--- config.mk ---
export PLATFORM = sky130hd
export DESIGN_NAME = blur_frame_sequencer
export DESIGN_NICKNAME = d
export VERILOG_FILES = /design/src/rtl/blur_frame_sequencer.sv
export SDC_FILE = /design/constraint.sdc
export NUM_CORES = 1
export LEC_CHECK = 0
export CORE_ASPECT_RATIO = 0.5
export CORE_MARGIN = 4
export CORE_UTILIZATION = 30
export CTS_CLUSTER_SIZE = 30
export DETAILED_ROUTE_END_ITERATION = 10
export MAX_ROUTING_LAYER = met4
export PLACE_DENSITY = 0.57
export SYNTH_ARGS = -nofsm -noshare
export SYNTH_HDL_FRONTEND = slang
export SYNTH_SLANG_ARGS = --single-unit
--- constraint.sdc ---
create_clock -name clk -period 2.4 [get_ports clk]
set_input_delay 0.72 -clock clk [delete_from_list [all_inputs] [get_ports clk]]
set_output_delay 0.72 -clock clk [all_outputs]
set_load 0.02 [all_outputs]
--- src/rtl/blur_frame_sequencer.sv ---
// rtl/blur_frame_sequencer.sv - raster frame sequencer feeding the edge-detection filter chain
// Reads one frame from BRAM, emits vsync/hsync/de video with blanking, flush lines and a drain delay.
module blur_frame_sequencer #(
  parameter int WIDTH       = 8,
  parameter int H_RES       = 80,
  parameter int V_RES       = 60,
  parameter int H_BLANK     = 4,
  parameter int VS_LEN      = 2,
  parameter int FLUSH_LINES = 1,
  parameter int DRAIN_CYC   = 8,
  parameter int ADDR_W      = $clog2(H_RES*V_RES)
) (
  input  logic              clk,
  input  logic              rst,
  input  logic              i_start,
  input  logic              i_pause,
  output logic              o_busy,
  output logic              o_done,
  output logic              o_rd_en,
  output logic [ADDR_W-1:0] o_rd_addr,
  input  logic [WIDTH-1:0]  i_rd_data,
  output logic              o_vsync,
  output logic              o_hsync,
  output logic              o_de,
  output logic [WIDTH-1:0]  o_data
);

  localparam int TMR_MAX = (H_BLANK > VS_LEN) ?
                           ((H_BLANK > DRAIN_CYC) ? H_BLANK : DRAIN_CYC) :
                           ((VS_LEN > DRAIN_CYC) ? VS_LEN : DRAIN_CYC);
  localparam int TMR_W = $clog2(TMR_MAX + 1);
  localparam int COL_W = $clog2(H_RES + 1);
  localparam int ROW_W = $clog2(V_RES + FLUSH_LINES + 1);

  localparam logic [TMR_W-1:0] VS_LAST  = TMR_W'(VS_LEN - 1);
  localparam logic [TMR_W-1:0] HB_LAST  = TMR_W'(H_BLANK - 1);
  localparam logic [TMR_W-1:0] DR_LAST  = TMR_W'(DRAIN_CYC - 1);
  localparam logic [TMR_W-1:0] DR_SAT   = TMR_W'(DRAIN_CYC);
  localparam logic [COL_W-1:0] COL_LAST = COL_W'(H_RES - 1);
  localparam logic [ROW_W-1:0] ROWS     = ROW_W'(V_RES);
  localparam logic [ROW_W-1:0] FLUSHES  = ROW_W'(FLUSH_LINES);

  typedef enum logic [2:0] {
    S_IDLE,
    S_VSYNC,
    S_LINE,
    S_HBLANK,
    S_FLUSH,
    S_DRAIN
  } state_t;

  state_t            state;
  logic [TMR_W-1:0]  tmr;
  logic [COL_W-1:0]  col;
  logic [ROW_W-1:0]  rows_done;
  logic [ROW_W-1:0]  flush_done;
  logic [ADDR_W-1:0] rd_ptr;
  logic              pix_act;
  logic              pix_flush;
  logic              de_d1;
  logic              flush_d1;
  logic [TMR_W-1:0]  since_de;
  logic [TMR_W-1:0]  idle_cyc;

  // Cycles elapsed since the most recent o_de, valid even in the cycle o_de is high.
  assign idle_cyc = o_de ? '0 : since_de;

  always_ff @(posedge clk) begin
    if (rst) begin
      state      <= S_IDLE;
      tmr        <= '0;
      col        <= '0;
      rows_done  <= '0;
      flush_done <= '0;
      rd_ptr     <= '0;
      pix_act    <= 1'b0;
      pix_flush  <= 1'b0;
      de_d1      <= 1'b0;
      flush_d1   <= 1'b0;
      since_de   <= '0;
      o_busy     <= 1'b0;
      o_done     <= 1'b0;
      o_rd_en    <= 1'b0;
      o_rd_addr  <= '0;
      o_vsync    <= 1'b0;
      o_hsync    <= 1'b0;
      o_de       <= 1'b0;
      o_data     <= '0;
    end else begin
      o_done   <= 1'b0;
      // Two-stage pixel pipeline: BRAM read latency, then the output register.
      de_d1    <= pix_act;
      flush_d1 <= pix_flush;
      o_de     <= de_d1;
      o_data   <= (de_d1 && !flush_d1) ? i_rd_data : '0;
      o_hsync  <= o_de && !de_d1;
      if (o_de)
        since_de <= TMR_W'(1);
      else if (since_de != DR_SAT)
        since_de <= since_de + TMR_W'(1);

      case (state)
        S_IDLE: begin
          if (i_start && !o_done) begin
            state      <= S_VSYNC;
            tmr        <= '0;
            rows_done  <= '0;
            flush_done <= '0;
            rd_ptr     <= '0;
            o_busy     <= 1'b1;
            o_vsync    <= 1'b1;
          end
        end
        S_VSYNC: begin
          if (tmr != VS_LAST) begin
            tmr <= tmr + TMR_W'(1);
          end else if (!i_pause) begin
            state     <= S_LINE;
            o_vsync   <= 1'b0;
            o_rd_en   <= 1'b1;
            pix_act   <= 1'b1;
            o_rd_addr <= rd_ptr;
            rd_ptr    <= rd_ptr + ADDR_W'(1);
            col       <= '0;
          end
        end
        S_LINE: begin
          if (col == COL_LAST) begin
            state     <= S_HBLANK;
            tmr       <= '0;
            o_rd_en   <= 1'b0;
            pix_act   <= 1'b0;
            rows_done <= rows_done + ROW_W'(1);
          end else begin
            col       <= col + COL_W'(1);
            o_rd_addr <= rd_ptr;
            rd_ptr    <= rd_ptr + ADDR_W'(1);
          end
        end
        S_HBLANK: begin
          if (tmr != HB_LAST) begin
            tmr <= tmr + TMR_W'(1);
          end else if (!i_pause) begin
            if (rows_done < ROWS) begin
              state     <= S_LINE;
              o_rd_en   <= 1'b1;
              pix_act   <= 1'b1;
              o_rd_addr <= rd_ptr;
              rd_ptr    <= rd_ptr + ADDR_W'(1);
              col       <= '0;
            end else if (flush_done < FLUSHES) begin
              state     <= S_FLUSH;
              pix_act   <= 1'b1;
              pix_flush <= 1'b1;
              col       <= '0;
            end else begin
              state <= S_DRAIN;
            end
          end
        end
        S_FLUSH: begin
          if (col == COL_LAST) begin
            state      <= S_HBLANK;
            tmr        <= '0;
            pix_act    <= 1'b0;
            pix_flush  <= 1'b0;
            flush_done <= flush_done + ROW_W'(1);
          end else begin
            col <= col + COL_W'(1);
          end
        end
        S_DRAIN: begin
          if (idle_cyc >= DR_LAST) begin
            state  <= S_IDLE;
            o_done <= 1'b1;
            o_busy <= 1'b0;
          end
        end
        default: state <= S_IDLE;
      endcase
    end
  end

endmodule
==> summary.md, run 1 <==
| Metric | Value |
|---|---|
| Post-route DRC violation count | `0` |
| Max Cap Viol | `0` |
| Worst skew pair latency | `between 300 and 400 ps` |
| Synth cell types | `49` |
| Yosys reg bits | `74` |
| GR Util met3 | `3.31%` |
| First-pass GRT wire length | `14300 µm` |
| Share of cells above drive strength 1 | `approximately an eighth` |
| Layout net count | `between 400 and 500` |
| Worst Tran Pin Value | `751 ps` |
| Max-slew violations | `0` |
| Finished Cell Area | `between 4000 and 5000 µm²` |
| Internal power | `0.00276 W` |
| Via Count | `between 3000 and 4000` |
| Number of buffers created by CTS | `9` |
| Die Y | `approximately 84 µm` |
| Row cnt | `27` |
| Synth Instances | `roughly 400` |
| CP Capture Type | `flip-flop` |
| Tot Pwr | `between 0.004 and 0.005 W` |
| Yosys top cell by area | `dfxtp_1` |
| Drt pass-1 iters | `4` |
| FILL cells | `approximately 1100` |
| Minimum clock period | `around 2300 ps` |
| Largest net degree at the start of global routing | `28` |
| Synth area leaders | `dfxtp_1 (43%), mux2i_1 (5.2%), nand2_1 (5.0%), a21oi_1 (3.8%), nand3_1 (3.3%)` |
| RSZ-0062 raised after global routing | `false` |
| Die area | `about 13000 µm²` |
| DP HPWL | `about 5900 µm` |
| Met1 Use GR | `16.8%` |
| CTS tree | `built` |
| Crit path arrival time | `2550 ps` |
| Root buf cell | `clkbuf_16` |
| Global Route Usage Sum | `around an eighth` |
| Area delta synth->final | `31.1%` |
| Drt initial violations | `170` |
| Count leader, synth | `dfxtp_1` |
| Switch share | `about a third` |
| Sw Pwr | `around 0.0014 W` |
| Core area | `approximately 11000 µm²` |
| Reg clk slew, reported paths | `about 60 ps` |
| Final Cycle Share | `between 90% and 100%` |
| GRT Residual Overflow | `0` |
| Power share of the clock group | `about a third` |
| IO Port Bufs | `38` |
| Post-synth top area share | `between 40% and 50%` |
| Status | `finished, final reports clean` |
| Critical Path RT | `approximately 2700 ps` |
| Async S/R FF share, synth | `0%` |
| Gp weighted congestion | `slightly below 0.8` |
| Final setup viols | `0` |
| Post-Syn Nets | `roughly 420` |
| Die X | `between 150 and 200 µm` |
| Initial antenna violation count | `0` |
| Relative slew slack | `approximately 50%` |
| Cell Area, Placed | `between 4000 and 5000 µm²` |
| Clk_skew | `approximately 7.6 ps` |
| Fmax | `436 MHz` |
| Top Usage Layer GRT | `met2` |
| Leak | `approximately 1.7 nW` |
| Yosys warning count | `0` |
| Worst setup SP type | `primary input` |
| Main synth FF type | `dfxtp_1` |
| Logic pwr share | `around a third` |
| IR drop worst, VDD | `between 400 and 500 µV` |
| Endpoints failing hold | `0` |
| I/O pin cnt | `39` |
| Global Route met2 Usage | `20.2%` |
| Hold crit path type | `reg -> reg` |
| H-tree Lvls | `3` |
| Critical path class | `in -> reg` |
| Syn Area/Cell | `8.61 µm²` |
| Initial Utilization | `~31%` |
| CTS max path bufs | `2` |
| Pwr dens | `925 nW/µm²` |
| Total wire length | `roughly 8300 µm` |
| Crit-path max FO | `3` |
| Clock Sinks | `74` |
| Antenna diodes | `0` |
| Wirelength per Cell | `13.4 µm` |
| Post-DR vias/cell | `4.96` |
| Vias in the first global route | `between 2000 and 3000` |
| Reg power frac | `roughly a third` |
| Synth top cells by count | `dfxtp_1 (74), nand2_1 (46), nor2_1 (30), a21oi_1 (26), nand3_1 (23)` |
| Share of the yosys chip area belonging to registers | `42.8%` |
| Mapped Area | `3460 µm²` |
| Post-synth EDFFs | `0` |
| Antenna violation net count after detailed routing | `0` |
final timing paths:
kind,start,endpoint,slack (ps),cells past startpoint
max,i_pause,col[5],110,5
min,de_d1,o_hsync,430,1
max reg2reg,flush_done[0],col[5],150,8
min reg2reg,de_d1,o_hsync,430,1
kinds of logic (layout without fill, tap and decap cells):
group | Yosys count | count (layout) | synth area share, %
AOI/OAI and AO/OA | 73 | 73 | 13.6
xor gates and xnor gates | 12 | 12 | 3.04
adders and majority gates | 9 | 9 | 3.26
buffers and inverters | 32 | 102 | 3.80
DFF | 74 | 74 | 42.8
muxes | 19 | 19 | 5.61
and+or+nand+nor | 183 | 183 | 27.8
power groups by stage:
stage	registers, W	clock network [W]	logic, W
floorplan	0.00144	0	0.000880
global placement	0.00148	0	0.00139
detailed placement	0.00148	0	0.00140
CTS	0.00145	0.00138	0.00140
global route	0.00148	0.00143	0.00155
finish	0.00146	0.00134	0.00140
layer usage:
metal  routed length (µm)  up-vias
li1                     -     1575
met1                 4230     1417
met2                 3630       59
met3                  339        7
met4                   76        0
met5                    0        -
cells in the final DEF (no fill, tap or decap), types with 2 or more instances in the layout:
cell type / instances
dfxtp_1: 74
nand2_1: 46
clkdlybuf4s50_1: 38
buf_4: 35
nor2_1: 30
a21oi_1: 26
nand3_1: 23
mux2i_1: 18
o21ai_0: 13
nand2b_1: 12
nand4_1: 11
inv_1: 10
xor2_1: 10
and2_1: 9
ha_1: 9
clkbuf_16: 9
and3_1: 8
nor3_1: 8
or4_1: 8
o31ai_1: 7
or3_1: 7
a31oi_1: 5
nor2b_1: 5
nor3b_1: 4
nand3b_1: 4
a211oi_1: 4
nor4b_1: 3
a21o_1: 2
a31o_2: 2
a311oi_1: 2
xnor2_1: 2
a221oi_1: 2
clkinv_2: 2
inv_6: 2
buf_12: 2
registers in the layout (all words and copies together) (netlist names):
name	flops
o_rd_addr	13
rd_ptr	13
o_data	8
col	7
flush_done	6
rows_done	6
since_de	4
tmr	4
state	3
de_d1	1
flush_d1	1
o_busy	1
o_de	1
o_done	1
o_hsync	1
o_rd_en	1
o_vsync	1
pix_act	1
pix_flush	1
layout make-up:
type	count	area, µm²	area share, %
Clock inverter	6	65.1	1.43
Multi-Input combinational cell	296	1850	40.9
Sequential cell	74	1480	32.7
Clock buffer	10	229	5.05
Timing Repair Buffer	75	683	15.1
Tap cell	145	181	4.00
Inverter	11	41.3	0.911
worst max-delay path: stages:
cell	delay, ps
clkdlybuf4s50_1	470
o41a_1	420
a221o_1	290
or4_1	500
a21oi_1	150
metrics by stage:
step                      TNS, ps  cells  util [%]  hold slack, ps  setup WS (ps)
after floorplan                 0    402         -             388            286
after detailed placement    -4740    601      38.1             437           -235
final                           0    617      40.8             433            105
after global placement      -4590    601      38.1             437           -228
after CTS                       0    617      40.7             445            107
after global routing            0    617      40.8             463           8.47
what timing repair did:
| item | CTS | global route |
|---|---|---|
| endpoints found under the setup margin | 0 | 1 |
| buffers inserted | 0 | 0 |
| resized for setup | 0 | 1 |
| hold buffers | 0 | 0 |
Power figures use the tool's default switching activity.
==> inputs of run 2 (changes only) <==
--- a/config.mk
+++ b/config.mk
@@ -12,6 +12,7 @@
 export DETAILED_ROUTE_END_ITERATION = 10
 export MAX_ROUTING_LAYER = met4
 export PLACE_DENSITY = 0.57
+export RECOVER_POWER = 50
 export SYNTH_ARGS = -nofsm -noshare
 export SYNTH_HDL_FRONTEND = slang
 export SYNTH_SLANG_ARGS = --single-unit
==> run 2 against run 1 <==
Effect of this change: routed wire length shrank 0.83%; critical path depth is the same; sequential power is essentially flat; cell count is the same; die area is the same; cell area shrank 0.33%; clock power is essentially flat; maximum frequency is essentially flat; global-route usage is the same; via count shrank 0.92%; critical endpoint unchanged; highest routed layer unchanged.
==> summary.md, run 2 (synthesis results as in run 1) <==
| Metric | Value |
|---|---|
| CTS tree | `built` |
| Hold Path Stages | `1 (unchanged)` |
| Critical path class | `in -> reg` |
| Die X | `160 µm (unchanged)` |
| Initial Utilization | `31.1% (unchanged)` |
| Worst reg2reg path depth | `8 (unchanged)` |
| Power share of the clock group | `32.2% (+0.3 points)` |
| Die Y | `83.9 µm (unchanged)` |
| Drt initial violations | `186 (+9.4%)` |
| DP HPWL | `5880 µm (unchanged)` |
| Hold crit path type | `reg -> reg` |
| Number of buffers created by CTS | `9 (unchanged)` |
| Initial antenna violation count | `0 (unchanged)` |
| Hold Path End | `o_hsync` |
| IO Port Bufs | `38 (unchanged)` |
| Crit path arrival time | `2550 ps (about the same)` |
| Antenna violation net count after detailed routing | `0 (unchanged)` |
| First-pass GRT wire length | `14300 µm (unchanged)` |
| Drt pass-1 iters | `4 (unchanged)` |
| Gp weighted congestion | `0.771 (unchanged)` |
| Reg-to-reg startpoint | `flush_done[0]` |
| Via Count | `3030 (-0.92%)` |
| Hold path startpoint | `de_d1` |
| Finished Cell Area | `4520 µm² (-0.33%)` |
| Status | `finished, final reports clean` |
| Commonest non-fill, non-tap cell in the layout | `dfxtp_1` |
| Post-DR vias/cell | `4.91 (-0.92%)` |
| Layout net count | `488 (unchanged)` |
| Wirelength per Cell | `13.3 µm (-0.83%)` |
| Final Cycle Share | `95.5% (about the same)` |
| Clock Sinks | `74 (unchanged)` |
| RSZ-0062 raised after global routing | `false` |
| Cell Area, Placed | `4230 µm² (unchanged)` |
| CTS max path bufs | `2 (unchanged)` |
| Largest net degree at the start of global routing | `28 (unchanged)` |
| Area delta synth->final | `30.6%` |
| Critical Path RT | `2660 ps (about the same)` |
| Vias in the first global route | `2956 (unchanged)` |
| Layout Utilization | `40.7% (-0.14 points)` |
| GRT Residual Overflow | `0 (unchanged)` |
| Worst Tran Pin Value | `754 ps (+2.45 ps)` |
| Crit-path max FO | `3 (unchanged)` |
| Worst skew pair latency | `330 ps (about the same)` |
| CP Capture Type | `flip-flop` |
| Total wire length | `8210 µm (-0.83%)` |
| Reg clk slew, reported paths | `60 ps (about the same)` |
| Post-CTS setup buffers | `0 (unchanged)` |
| Worst R2R Setup Slack | `140 ps (about the same)` |
| Leak | `1.72 nW (+4.0%)` |
| Fmax | `436 MHz (about the same)` |
| Pre-CTS setup slack | `-235 ps (unchanged)` |
| Switch share | `34.3% (+0.22 points)` |
| Reg-to-reg endpoint | `col[5]` |
| Post-route DRC violation count | `0 (unchanged)` |
| Antenna diodes | `0 (unchanged)` |
| Die area | `13400 µm² (unchanged)` |
| Core area | `11100 µm² (unchanged)` |
| Endpoints failing hold | `0 (unchanged)` |
| Final setup margin | `107 ps (+1.87 ps)` |
| Hold_buf cts | `0 (unchanged)` |
| Setup TNS | `0 ps (unchanged)` |
| Minimum clock period | `2290 ps (-1.87 ps)` |
| Row cnt | `27 (unchanged)` |
| Most frequent cells in the layout | `dfxtp_1 (74), nand2_1 (46), nor2_1 (30), buf_4 (30)` |
| Relative slew slack | `49.8% (-0.16 points)` |
| Global Route Usage Sum | `13.0% (unchanged)` |
| Worst setup SP type | `primary input` |
| Biggest regs | `o_rd_addr: 13 flops, rd_ptr: 13 flops, o_data: 8 flops` |
| IR drop worst, VDD | `440 µV (-1.7%)` |
| Internal power | `0.00273 W (-1.1%)` |
| Pwr dens | `920 nW/µm² (-0.46%)` |
| Max Cap Viol | `0 (unchanged)` |
| Reg power frac | `35.0% (+0.3 points)` |
| Clk_skew | `6.78 ps (-0.849 ps)` |
| Share of cells above drive strength 1 | `11.2% (-0.85 points)` |
| Logic pwr share | `32.9% (-0.4 points)` |
| Sw Pwr | `0.00143 W (-0.15%)` |
| Final setup viols | `0 (unchanged)` |
| H-tree Lvls | `3 (unchanged)` |
| Max-slew violations | `0 (unchanged)` |
| I/O pin cnt | `39 (unchanged)` |
| Root buf cell | `clkbuf_16` |
## run 2: changes by cell type in the layout (fill, tap and decap cells not counted)
cell             delta
clkdlybuf4s50_1    -26
dlygate4sd3_1      +26
buf_4               -5
and2_0              +4
and2_1              -4
clkbuf_1            +4
clkbuf_4            +1
## run 2: layout make-up
class	count	area [µm²]
clock inverter	6	65.1
fill	1121	6600
clock buffer	10	229
inverter	11	41.3
tap	145	181
multi-input combinational	296	1850
timing repair buffer	75	668
sequential	74	1480
## run 2: critical path, cell delays in order
cell and delay, ps:
clkdlybuf4s50_1 470, o41a_1 420, a221o_1 290, or4_1 500
a21oi_1 150
## run 2: stage by stage
| step | cells | power [W] | hold WS [ps] |
|---|---|---|---|
| floorplan | 402 | 0.00232 | 388 |
| global placement | 601 | 0.00287 | 437 |
| detailed placement | 601 | 0.00288 | 437 |
| CTS | 617 | 0.00423 | 445 |
| global route | 617 | 0.00442 | 463 |
| finish | 617 | 0.00416 | 431 |
## run 2: power by group through the flow
stage	sequential (W)	clock [W]	combinational [W]
floorplan	0.00144	0	0.000880
global placement	0.00148	0	0.00139
detailed placement	0.00148	0	0.00140
CTS	0.00145	0.00138	0.00140
global route	0.00147	0.00143	0.00152
finish	0.00146	0.00134	0.00137
## run 2: routing by layer
layer  part of all wire [%]  vias to the layer above  global-route usage, %
met5                      0                        -                      -
met4                    1.2                        0                   3.98
met3                    3.7                        9                   3.31
met2                     44                       50                   20.2
met1                     51                     1397                   16.8
li1                       -                     1574                      -
## run 2: repair_timing
action,4_1_cts,5_1_grt
resized for setup,0,1
endpoints found under the setup margin,0,1
endpoints found under the hold margin,0,0
## run 2: how the worst max path moves through the flow
stage	depth (start not counted)	slack, ps	startpoint	endpoint
after floorplan	5	290	i_start	tmr[1]
after global placement	7	-230	i_pause	rd_ptr[12]
after detailed placement	5	-240	i_pause	col[5]
after CTS	5	110	i_pause	col[5]
after global routing	6	8	i_pause	rd_ptr[11]
final	5	110	i_pause	col[5]
